<file path="src/rtl/mdu_pkg.sv">
// rtl/mdu_pkg.sv - shared types and constants for the iterative multiply/divide unit
package mdu_pkg;

    localparam int MDU_WIDTH = 16;
    localparam int MDU_LAT   = MDU_WIDTH + 1;

    typedef enum logic [1:0] {
        OP_MUL   = 2'b00,
        OP_MULHU = 2'b01,
        OP_DIVU  = 2'b10,
        OP_REMU  = 2'b11
    } mdu_op_t;

    typedef enum logic [1:0] {
        ST_IDLE,
        ST_RUN,
        ST_DONE
    } mdu_state_t;

    function automatic logic mdu_is_div(input mdu_op_t op);
        return op[1];
    endfunction

    // MULHU and REMU both return the upper accumulator half
    function automatic logic mdu_takes_high(input mdu_op_t op);
        return op[0];
    endfunction

endpackage

</file>
<file path="src/rtl/mdu_if.sv">
// rtl/mdu_if.sv - execute-stage request/response bundle for the multiply/divide unit
interface mdu_if
    import mdu_pkg::*;
#(
    parameter int WIDTH = MDU_WIDTH
) ();

    logic             start_i;
    mdu_op_t          op_i;
    logic [WIDTH-1:0] a_i;
    logic [WIDTH-1:0] b_i;
    logic             flush_i;
    logic             ready_o;
    logic             done_o;
    logic [WIDTH-1:0] result_o;
    logic             illegal_o;

    modport master (
        output start_i, op_i, a_i, b_i, flush_i,
        input  ready_o, done_o, result_o, illegal_o
    );

    modport slave (
        input  start_i, op_i, a_i, b_i, flush_i,
        output ready_o, done_o, result_o, illegal_o
    );

endinterface

</file>
<file path="src/rtl/mdu_div_step.sv">
// rtl/mdu_div_step.sv - one combinational restoring-division step
module mdu_div_step #(
    parameter int WIDTH = 16
) (
    input  logic [WIDTH-1:0] i_rem,
    input  logic             i_msb,
    input  logic [WIDTH-1:0] i_div,
    output logic [WIDTH-1:0] o_rem,
    output logic             o_q
);

    logic [WIDTH:0] w_shifted;
    logic [WIDTH:0] w_diff;

    assign w_shifted = {i_rem, i_msb};
    // MSB of the WIDTH+1 bit difference is the borrow: set when shifted remainder < divisor
    assign w_diff    = w_shifted - {1'b0, i_div};
    assign o_q       = ~w_diff[WIDTH];
    assign o_rem     = o_q ? w_diff[WIDTH-1:0] : w_shifted[WIDTH-1:0];

endmodule

</file>
<file path="src/rtl/mdu_iterative.sv">
// rtl/mdu_iterative.sv - iterative unsigned MUL/MULHU/DIVU/REMU; divide built only with MDU_DIV_EN
module mdu_iterative
    import mdu_pkg::*;
#(
    parameter int WIDTH = MDU_WIDTH
) (
    input logic  clk,
    input logic  rst_n,
    mdu_if.slave bus
);

    localparam int             CW   = (WIDTH > 1) ? $clog2(WIDTH) : 1;
    localparam logic [CW-1:0]  LAST = CW'(WIDTH - 1);

    mdu_state_t         r_state;
    mdu_state_t         w_next;
    mdu_op_t            r_op;
    logic [WIDTH-1:0]   r_a;
    logic [WIDTH-1:0]   r_b;
    logic [2*WIDTH-1:0] r_acc;
    logic [CW-1:0]      r_cnt;
    logic               r_ready;
    logic               r_done;
    logic               r_illegal;
    logic [WIDTH-1:0]   r_result;

    logic [WIDTH:0]     w_sum;
    logic [2*WIDTH-1:0] w_mul_acc;

    // Shift-add: multiplicand joins the upper half, then the whole accumulator shifts right
    assign w_sum     = {1'b0, r_acc[2*WIDTH-1:WIDTH]} + {1'b0, (r_b[0] ? r_a : {WIDTH{1'b0}})};
    assign w_mul_acc = {w_sum, r_acc[WIDTH-1:1]};

`ifdef MDU_DIV_EN
    logic [WIDTH-1:0]   w_rem_next;
    logic               w_q;
    logic [2*WIDTH-1:0] w_div_acc;

    mdu_div_step #(.WIDTH(WIDTH)) u_div_step (
        .i_rem (r_acc[2*WIDTH-1:WIDTH]),
        .i_msb (r_a[WIDTH-1]),
        .i_div (r_b),
        .o_rem (w_rem_next),
        .o_q   (w_q)
    );

    // Upper half holds the remainder, lower half collects quotient bits
    assign w_div_acc = {w_rem_next, r_acc[WIDTH-2:0], w_q};
`endif

    always_ff @(posedge clk or negedge rst_n) begin
        if (!rst_n) begin
            r_state <= ST_IDLE;
        end else begin
            r_state <= w_next;
        end
    end

    always_comb begin
        w_next = r_state;
        case (r_state)
            ST_IDLE: begin
                if (bus.start_i) begin
`ifdef MDU_DIV_EN
                    w_next = ST_RUN;
`else
                    w_next = mdu_is_div(bus.op_i) ? ST_DONE : ST_RUN;
`endif
                end
            end
            ST_RUN:  if (r_cnt == LAST) w_next = ST_DONE;
            ST_DONE: w_next = ST_IDLE;
            default: w_next = ST_IDLE;
        endcase
        if (bus.flush_i) w_next = ST_IDLE;
    end

    always_ff @(posedge clk or negedge rst_n) begin
        if (!rst_n) begin
            r_op      <= OP_MUL;
            r_a       <= '0;
            r_b       <= '0;
            r_acc     <= '0;
            r_cnt     <= '0;
            r_ready   <= 1'b1;
            r_done    <= 1'b0;
            r_illegal <= 1'b0;
            r_result  <= '0;
        end else begin
            r_done    <= 1'b0;
            r_illegal <= 1'b0;
            if (bus.flush_i) begin
                r_ready <= 1'b1;
            end else begin
                case (r_state)
                    ST_IDLE: begin
                        if (bus.start_i) begin
                            r_op    <= bus.op_i;
                            r_a     <= bus.a_i;
                            r_b     <= bus.b_i;
                            r_acc   <= '0;
                            r_cnt   <= '0;
                            r_ready <= 1'b0;
                        end
                    end
                    ST_RUN: begin
                        r_cnt <= r_cnt + CW'(1);
`ifdef MDU_DIV_EN
                        if (mdu_is_div(r_op)) begin
                            r_acc <= w_div_acc;
                            r_a   <= r_a << 1;
                        end else
`endif
                        begin
                            r_acc <= w_mul_acc;
                            r_b   <= r_b >> 1;
                        end
                    end
                    ST_DONE: begin
                        r_done  <= 1'b1;
                        r_ready <= 1'b1;
`ifndef MDU_DIV_EN
                        if (mdu_is_div(r_op)) begin
                            r_result  <= '0;
                            r_illegal <= 1'b1;
                        end else
`endif
                        r_result <= mdu_takes_high(r_op) ? r_acc[2*WIDTH-1:WIDTH] : r_acc[WIDTH-1:0];
                    end
                    default: r_ready <= 1'b1;
                endcase
            end
        end
    end

    assign bus.ready_o   = r_ready;
    assign bus.done_o    = r_done;
    assign bus.result_o  = r_result;
    assign bus.illegal_o = r_illegal;

endmodule

</file>
<file path="src/flat_wrapper.sv">
// flat-port wrapper written by rule: the top's interface ports become plain ports
module mdu_iterative_flat import mdu_pkg::*;
#(
    parameter int WIDTH = MDU_WIDTH
)
  (clk, rst_n, bus_start_i, bus_op_i, bus_a_i, bus_b_i, bus_flush_i, bus_ready_o, bus_done_o, bus_result_o, bus_illegal_o);
  mdu_if #(.WIDTH(WIDTH)) bus_i ();
  input logic clk;
  input logic rst_n;
  input wire logic [$bits(bus_i.start_i)-1:0] bus_start_i;
  input wire logic [$bits(bus_i.op_i)-1:0] bus_op_i;
  input wire logic [$bits(bus_i.a_i)-1:0] bus_a_i;
  input wire logic [$bits(bus_i.b_i)-1:0] bus_b_i;
  input wire logic [$bits(bus_i.flush_i)-1:0] bus_flush_i;
  output wire logic [$bits(bus_i.ready_o)-1:0] bus_ready_o;
  output wire logic [$bits(bus_i.done_o)-1:0] bus_done_o;
  output wire logic [$bits(bus_i.result_o)-1:0] bus_result_o;
  output wire logic [$bits(bus_i.illegal_o)-1:0] bus_illegal_o;
  assign bus_i.start_i = bus_start_i;
  assign bus_i.op_i = bus_op_i;
  assign bus_i.a_i = bus_a_i;
  assign bus_i.b_i = bus_b_i;
  assign bus_i.flush_i = bus_flush_i;
  assign bus_ready_o = bus_i.ready_o;
  assign bus_done_o = bus_i.done_o;
  assign bus_result_o = bus_i.result_o;
  assign bus_illegal_o = bus_i.illegal_o;
  mdu_iterative #(.WIDTH(WIDTH)) u_core (.clk(clk), .rst_n(rst_n), .bus(bus_i));
endmodule
</file>
<file path="config.mk">
export PLATFORM = sky130hd
export DESIGN_NAME = mdu_iterative_flat
export DESIGN_NICKNAME = d
export VERILOG_FILES = /design/src/rtl/mdu_pkg.sv /design/src/rtl/mdu_if.sv /design/src/rtl/mdu_div_step.sv /design/src/rtl/mdu_iterative.sv /design/src/flat_wrapper.sv
export SDC_FILE = /design/constraint.sdc
export NUM_CORES = 1
export LEC_CHECK = 0
export BUFFER_PORTS_ARGS = -buffer_cell sky130_fd_sc_hd__buf_2
export CAP_MARGIN = 20
export CORE_MARGIN = 1.5
export CORE_UTILIZATION = 40
export CTS_CLUSTER_DIAMETER = 60
export DETAILED_ROUTE_END_ITERATION = 8
export SLEW_MARGIN = 25
export SYNTH_ARGS = -nofsm -noshare
export SYNTH_HDL_FRONTEND = slang
export SYNTH_SLANG_ARGS = --single-unit
</file>
<file path="constraint.sdc">
create_clock -name clk -period 3.7 [get_ports clk]
set_clock_uncertainty 0.2 [all_clocks]
set_input_delay 0.74 -clock clk [delete_from_list [all_inputs] [get_ports clk]]
set_output_delay 0.74 -clock clk [all_outputs]
set_load 0.005 [all_outputs]
</file>
== After elaboration in Yosys (flattened, before gate mapping) ==
Index checks and enable logic that the tools add are counted.

* Equality and inequality tests: 7
* Muxes and demuxes: 22
* Bitwise logic cells: 1
* $add $sub $neg: 2
* Reductions and logical operators: 7

{| class="wikitable"
|+ Operator list
! kind !! number
|-
| $mux W16 || 4
|-
| $pmux W32 S2 || 1
|-
| $mux W32 || 1
|-
| $pmux W16 S2 || 1
|-
| $add A16 B16 Y17 || 1
|-
| $mux W2 || 4
|-
| $pmux W4 S2 || 1
|-
| $mux W1 || 7
|-
| $reduce_and A2 Y1 || 3
|-
| $reduce_and A3 Y1 || 2
|-
| $add A4 B1 Y4 const B || 1
|-
| $eq A4 B4 Y1 const B || 1
|-
| $mux W4 || 1
|-
| $ne A2 B2 Y1 const B || 2
|-
| $pmux W2 S2 || 1
|-
| $ne A3 B2 Y1 const B || 1
|-
| $ne A3 B3 Y1 const B || 1
|-
| $eq A2 B1 Y1 const B || 1
|-
| $eq A2 B2 Y1 const B || 1
|-
| $logic_not A2 Y1 || 1
|-
| $pmux W1 S2 || 1
|-
| $reduce_bool A2 Y1 || 1
|-
| $not A1 Y1 || 1
|}

* Output and inout port bits: 19
* Flip-flop bits (word level): 91
* Bits of input ports: 38
* Logic and storage cells: 49

== Depth between registers and ports, before layout ==
* Depth after elaboration: 4
* Mapped depth: 9
* Mapped depth without buffers: 9

== Least setup slack after synthesis ==
No wires, ideal clock.

* Path type: register -> register
* Start point: reg u_core.r_b[0]
* End point: reg u_core.r_acc[30]
* Cell stages (with the launch flop): 10
* Data required time: 3.378 ns
* Arrival time: 2.259 ns
* Library setup time: 0.122 ns
* Setup slack: 1.120 ns
* Clock period less this slack: 2.580 ns
* Path buffers: 2
* Cell sequence: dfrtp_1 > clkbuf_1 > and2_1 > ha_1 > buf_2 > nand4_1 > nor2_1 > or4b_4 > a21o_1 > a32o_1

* Word-level cells in the longest chain between the ends: 3

{| class="wikitable"
|+ Ends and longest elaborated chain
! what !! RTL line !! text
|-
| start: declaration || mdu_iterative.sv:19 || <nowiki>logic [WIDTH-1:0] r_b;</nowiki>
|-
| start signal: assignment || mdu_iterative.sv:100 || <nowiki>r_b <= bus.b_i;</nowiki>
|-
| start signal: assignment || mdu_iterative.sv:116 || <nowiki>r_b <= r_b >> 1;</nowiki>
|-
| $mux W16 || mdu_iterative.sv:31 || <nowiki>assign w_sum = {1'b0, r_acc[2*WIDTH-1:WIDTH]} + {1'b0, (r_b[0] ? r_a : {WIDTH{1'b0}})};</nowiki>
|-
| $add A16 B16 Y17 || mdu_iterative.sv:31 ||
|-
| $pmux W32 S2 || mdu_iterative.sv:95 || <nowiki>case (r_state)</nowiki>
|-
| end signal: assignment || mdu_iterative.sv:115 || <nowiki>r_acc <= w_mul_acc;</nowiki>
|-
| end: declaration || mdu_iterative.sv:20 || <nowiki>logic [2*WIDTH-1:0] r_acc;</nowiki>
|}

Every way passes these cells.
A chain may end at the register's enable or synchronous reset.

== Worst setup path after layout ==
* Start point: reg u_core.r_b[0]
* End point: reg u_core.r_acc[27]

The elaborated chain is that of the path after synthesis.

==> impl.org <==
** Run status
- The run finished with clean final reports.

** Clock tree
- Clock latency on the worst-skew pair, taken at its later pin, is 350 ps.
- H-tree Lvls :: 3
- Number of buffers inserted during clock tree synthesis :: 9
- Number of hold buffers added after cts :: 0
- Post-CTS sizing :: 0
- The tree is rooted in a sky130_fd_sc_hd__clkbuf_16.
- Clock transition at the register clock pins on the worst setup and hold paths after CTS :: 70 ps
- Clock tree from TritonCTS :: done
- The clock passes through at most 2 buffers.
- Number of sinks driven by the clock tree :: 91
- Once the clock tree was built, the setup fixing pass inserted 0 buffers.

** Floorplan
- 57 I/O pins were placed.
- Floorplan die width :: 110 um
- The die is 110 um tall.
- Placement Rows :: 38
- For this configuration, the core starts out at a cell density of 0.417.
- Placeable core area :: 11000 sq um
- The die covers 12100 sq um.

** Yosys
- Commonest cells in the netlist :: sky130_fd_sc_hd__nand2_1, sky130_fd_sc_hd__dfrtp_1, sky130_fd_sc_hd__o21ai_0
- The synthesized design contains 0 enable-type register cells.
- Fraction of synthesis flops using an asynchronous set or reset pin :: 1.00
- Area contributors post-synth :: sky130_fd_sc_hd__dfrtp_1, sky130_fd_sc_hd__nand2_1, sky130_fd_sc_hd__ha_1, sky130_fd_sc_hd__mux2_2, sky130_fd_sc_hd__mux2i_1
- Synth Net Count :: 515
- Area share of the leading cell type in the synthesized netlist :: 0.490
- Post-Syn Area per Cell :: 10.0 sq um
- Netlist area before placement :: 4600 sq um
- The Yosys step of the flow raised 0 warnings.
- The synthesized netlist contains 46 unique library cells.
- Commonest register cell after synthesis :: sky130_fd_sc_hd__dfrtp_1
- Leading cell type by number of instances after synthesis :: sky130_fd_sc_hd__nand2_1
- Sequential fraction of the synthesis area :: 0.496
- Mapped Cells :: 459
- Number of flip-flops and latches in the synthesized netlist :: 91
- Most area-hungry cell type in the Yosys netlist :: sky130_fd_sc_hd__dfrtp_1

** STA
- Measured against its own limit, the worst slew margin works out to 0.300.
- Of the available clock period, the critical path in the final layout requires 0.792.
- The final hold violation count was 0.
- Setup TNS after final layout :: 0 ps
- # setup viols final :: 0
- At the pin with the least slew margin, the transition time is 1050 ps.
- Derived from the worst setup path, the maximum achievable clock frequency is 341 MHz.
- Pins over their slew limit :: 0
- After layout, the worst setup slack is 768 ps.
- Setup repair after global routing missed its margin :: no
- Counting I/O delays and the setup requirement, the final critical path takes 2930 ps.

** Global route
- The initial antenna violation count was 0.
- Entering global routing, the biggest net connects 38 pins.
- Global-route wire length before repair :: 17100 um
- In the global route stage, overall resource usage came out at 0.184.
- The total overflow left after global routing is 0.
- Number of global-route vias before repair :: 3356

** Detailed routing
- The detailed router finished its first iteration with 205 violations.
- Routed wirelength normalized by instance count :: 15.4 um
- Count of unresolved DRC violations after routing :: 0
- Detail Route Antenna Nets :: 0
- The first TritonRoute pass finished after 4 iterations.
- The final route contains 3414 vias.
- After detailed routing, the total wire length is 9960 um.
- Dividing the detail-routed via count by the number of cells gives 5.27.

** Setup path
- The critical path is of the reg2reg type.
- For flop-to-flop paths, the worst setup slack is 770 ps.
- In this run the worst setup path terminates at u_core.r_acc[27].
- Arrival time of the worst setup path :: 2970 ps
- Largest fanout of any net on the critical path :: 17
- In this run the worst setup path begins at u_core.r_b[0].
- Register-to-Register Path Depth :: 9
- The worst register-to-register path begins at u_core.r_b[0].
- The worst register-to-register path ends at u_core.r_acc[27].
- Sort of element at the end of the critical path :: register
- For the worst setup path, the data required time is 3740 ps.
- Startpoint type of the worst setup path :: register

** Layout
- Area taken by flip-flops and latches :: 2280 sq um
- Once layout is complete, the utilization of the core stands at 0.481.
- Antenna Cells :: 0
- The multi-input combinational cells in the finished layout cover a total of 2190 sq um.
- In the final layout, the share of cells above drive strength 1 is 0.205.
- Final non-filler cell area :: 5300 sq um
- The net count of the finished layout is 559.
- Layout-stage area growth over the synthesis result :: 15.4%
- Filler instances :: 1059

** Job
- Max capacitance violation total :: 0

** Placed design
- At the end of routability-driven placement, the weighted congestion stood at 0.820.
- Input/output buffers :: 56
- Summed over all nets, the half-perimeter wirelength after detailed placement is 7160 um.
- Area of placed instances :: 5020 sq um
- Setup slack after placement :: 757 ps

** Min path
- The tightest min-delay check is of the in2async type.

** Power and ir drop
- Highest ir drop seen on vdd :: 0.328 mV
- The design draws 2.61 mW.
- Power spread over the standard cell area amounts to 493 nW/um^2.
- In this run the static leakage power is 2.56 nW.
==> where the power goes <==
| part | switching [mW] | leakage (nW) | internal (mW) |
|---|---|---|---|
| clock | 0.394 | 0.132 | 0.496 |
| combinational | 0.264 | 1.23 | 0.223 |
| sequential | 0.120 | 1.20 | 1.12 |
| total | 0.778 | 2.56 | 1.84 |
==> worst min-delay path by stage <==
stage / start / slack (ps) / endpoint / cells past startpoint
6_report: rst_n / 130 / u_core.r_state[0] / 1
3_5_place_dp: u_core.r_b[14] / 260 / u_core.r_b[14] / 2
4_1_cts: rst_n / 150 / u_core.r_state[0] / 1
2_1_floorplan: rst_n / 240 / u_core.bus.done_o / 0
5_1_grt: rst_n / 180 / u_core.bus.illegal_o / 1
3_3_place_gp: u_core.r_b[14] / 250 / u_core.r_b[14] / 2
==> cell families after synthesis <==
| kind of cell | Yosys count | share of synthesized area |
|---|---|---|
| xor gates and xnor gates | 7 | 0.0133 |
| and+or+nand+nor | 149 | 0.147 |
| adders and majority gates | 18 | 0.0506 |
| buffers and inverters | 38 | 0.0324 |
| muxes | 35 | 0.0811 |
| AOI/OAI and AO/OA | 121 | 0.180 |
| DFF | 91 | 0.496 |
==> layout by cell type (no fill, tap or decap), types with 15 or more instances in the layout <==
cell	count
sky130_fd_sc_hd__nand2_1	96
sky130_fd_sc_hd__dfrtp_1	90
sky130_fd_sc_hd__buf_2	55
sky130_fd_sc_hd__o21ai_0	32
sky130_fd_sc_hd__mux2_2	18
sky130_fd_sc_hd__mux2i_1	17
sky130_fd_sc_hd__o31ai_1	17
sky130_fd_sc_hd__ha_1	17
sky130_fd_sc_hd__and2_1	16
sky130_fd_sc_hd__a22oi_1	15
sky130_fd_sc_hd__a21oi_1	15
==> sequential cells by signal (all words and copies together), names as in the netlist <==
register and cells:
u_core.r_op 2, u_core.bus.result_o 16, u_core.bus.done_o 1, u_core.bus.ready_o 1, u_core.r_cnt 4, u_core.r_state 2, u_core.r_a 16, u_core.bus.illegal_o 1
u_core.r_b 16, u_core.r_acc 32
==> layout make-up <==
type,instances,share of cell area
tap,140,0.0330
sequential,91,0.430
multi-input combinational,330,0.413
inverter,8,0.00566
clock buffer,13,0.0491
clock inverter,3,0.00448
timing repair buffer,63,0.0656
==> per-stage QoR <==
stage	instances	hold slack, ps
floorplan	459	239
global route	648	176
CTS	648	153
detailed placement	632	257
global placement	632	251
finish	648	132
==> metal layers <==
layer	track usage	vias up	share of wire
li1	-	1725	-
met5	0	-	0
met2	0.268	59	0.41
met3	0.0370	7	0.040
met1	0.273	1623	0.54
met4	0.0568	0	0.013
==> critical path, stage by stage (launching register included) <==
cell                        delay [ps]
sky130_fd_sc_hd__dfrtp_1           580
sky130_fd_sc_hd__and2_1            200
sky130_fd_sc_hd__ha_1              190
sky130_fd_sc_hd__inv_1              60
sky130_fd_sc_hd__fa_1              400
sky130_fd_sc_hd__nor2b_1           190
sky130_fd_sc_hd__o2111ai_2         210
sky130_fd_sc_hd__a211oi_1          400
sky130_fd_sc_hd__o21ai_0           130
sky130_fd_sc_hd__a32o_1            270
No activity file was read; power rests on OpenSTA's default activity.
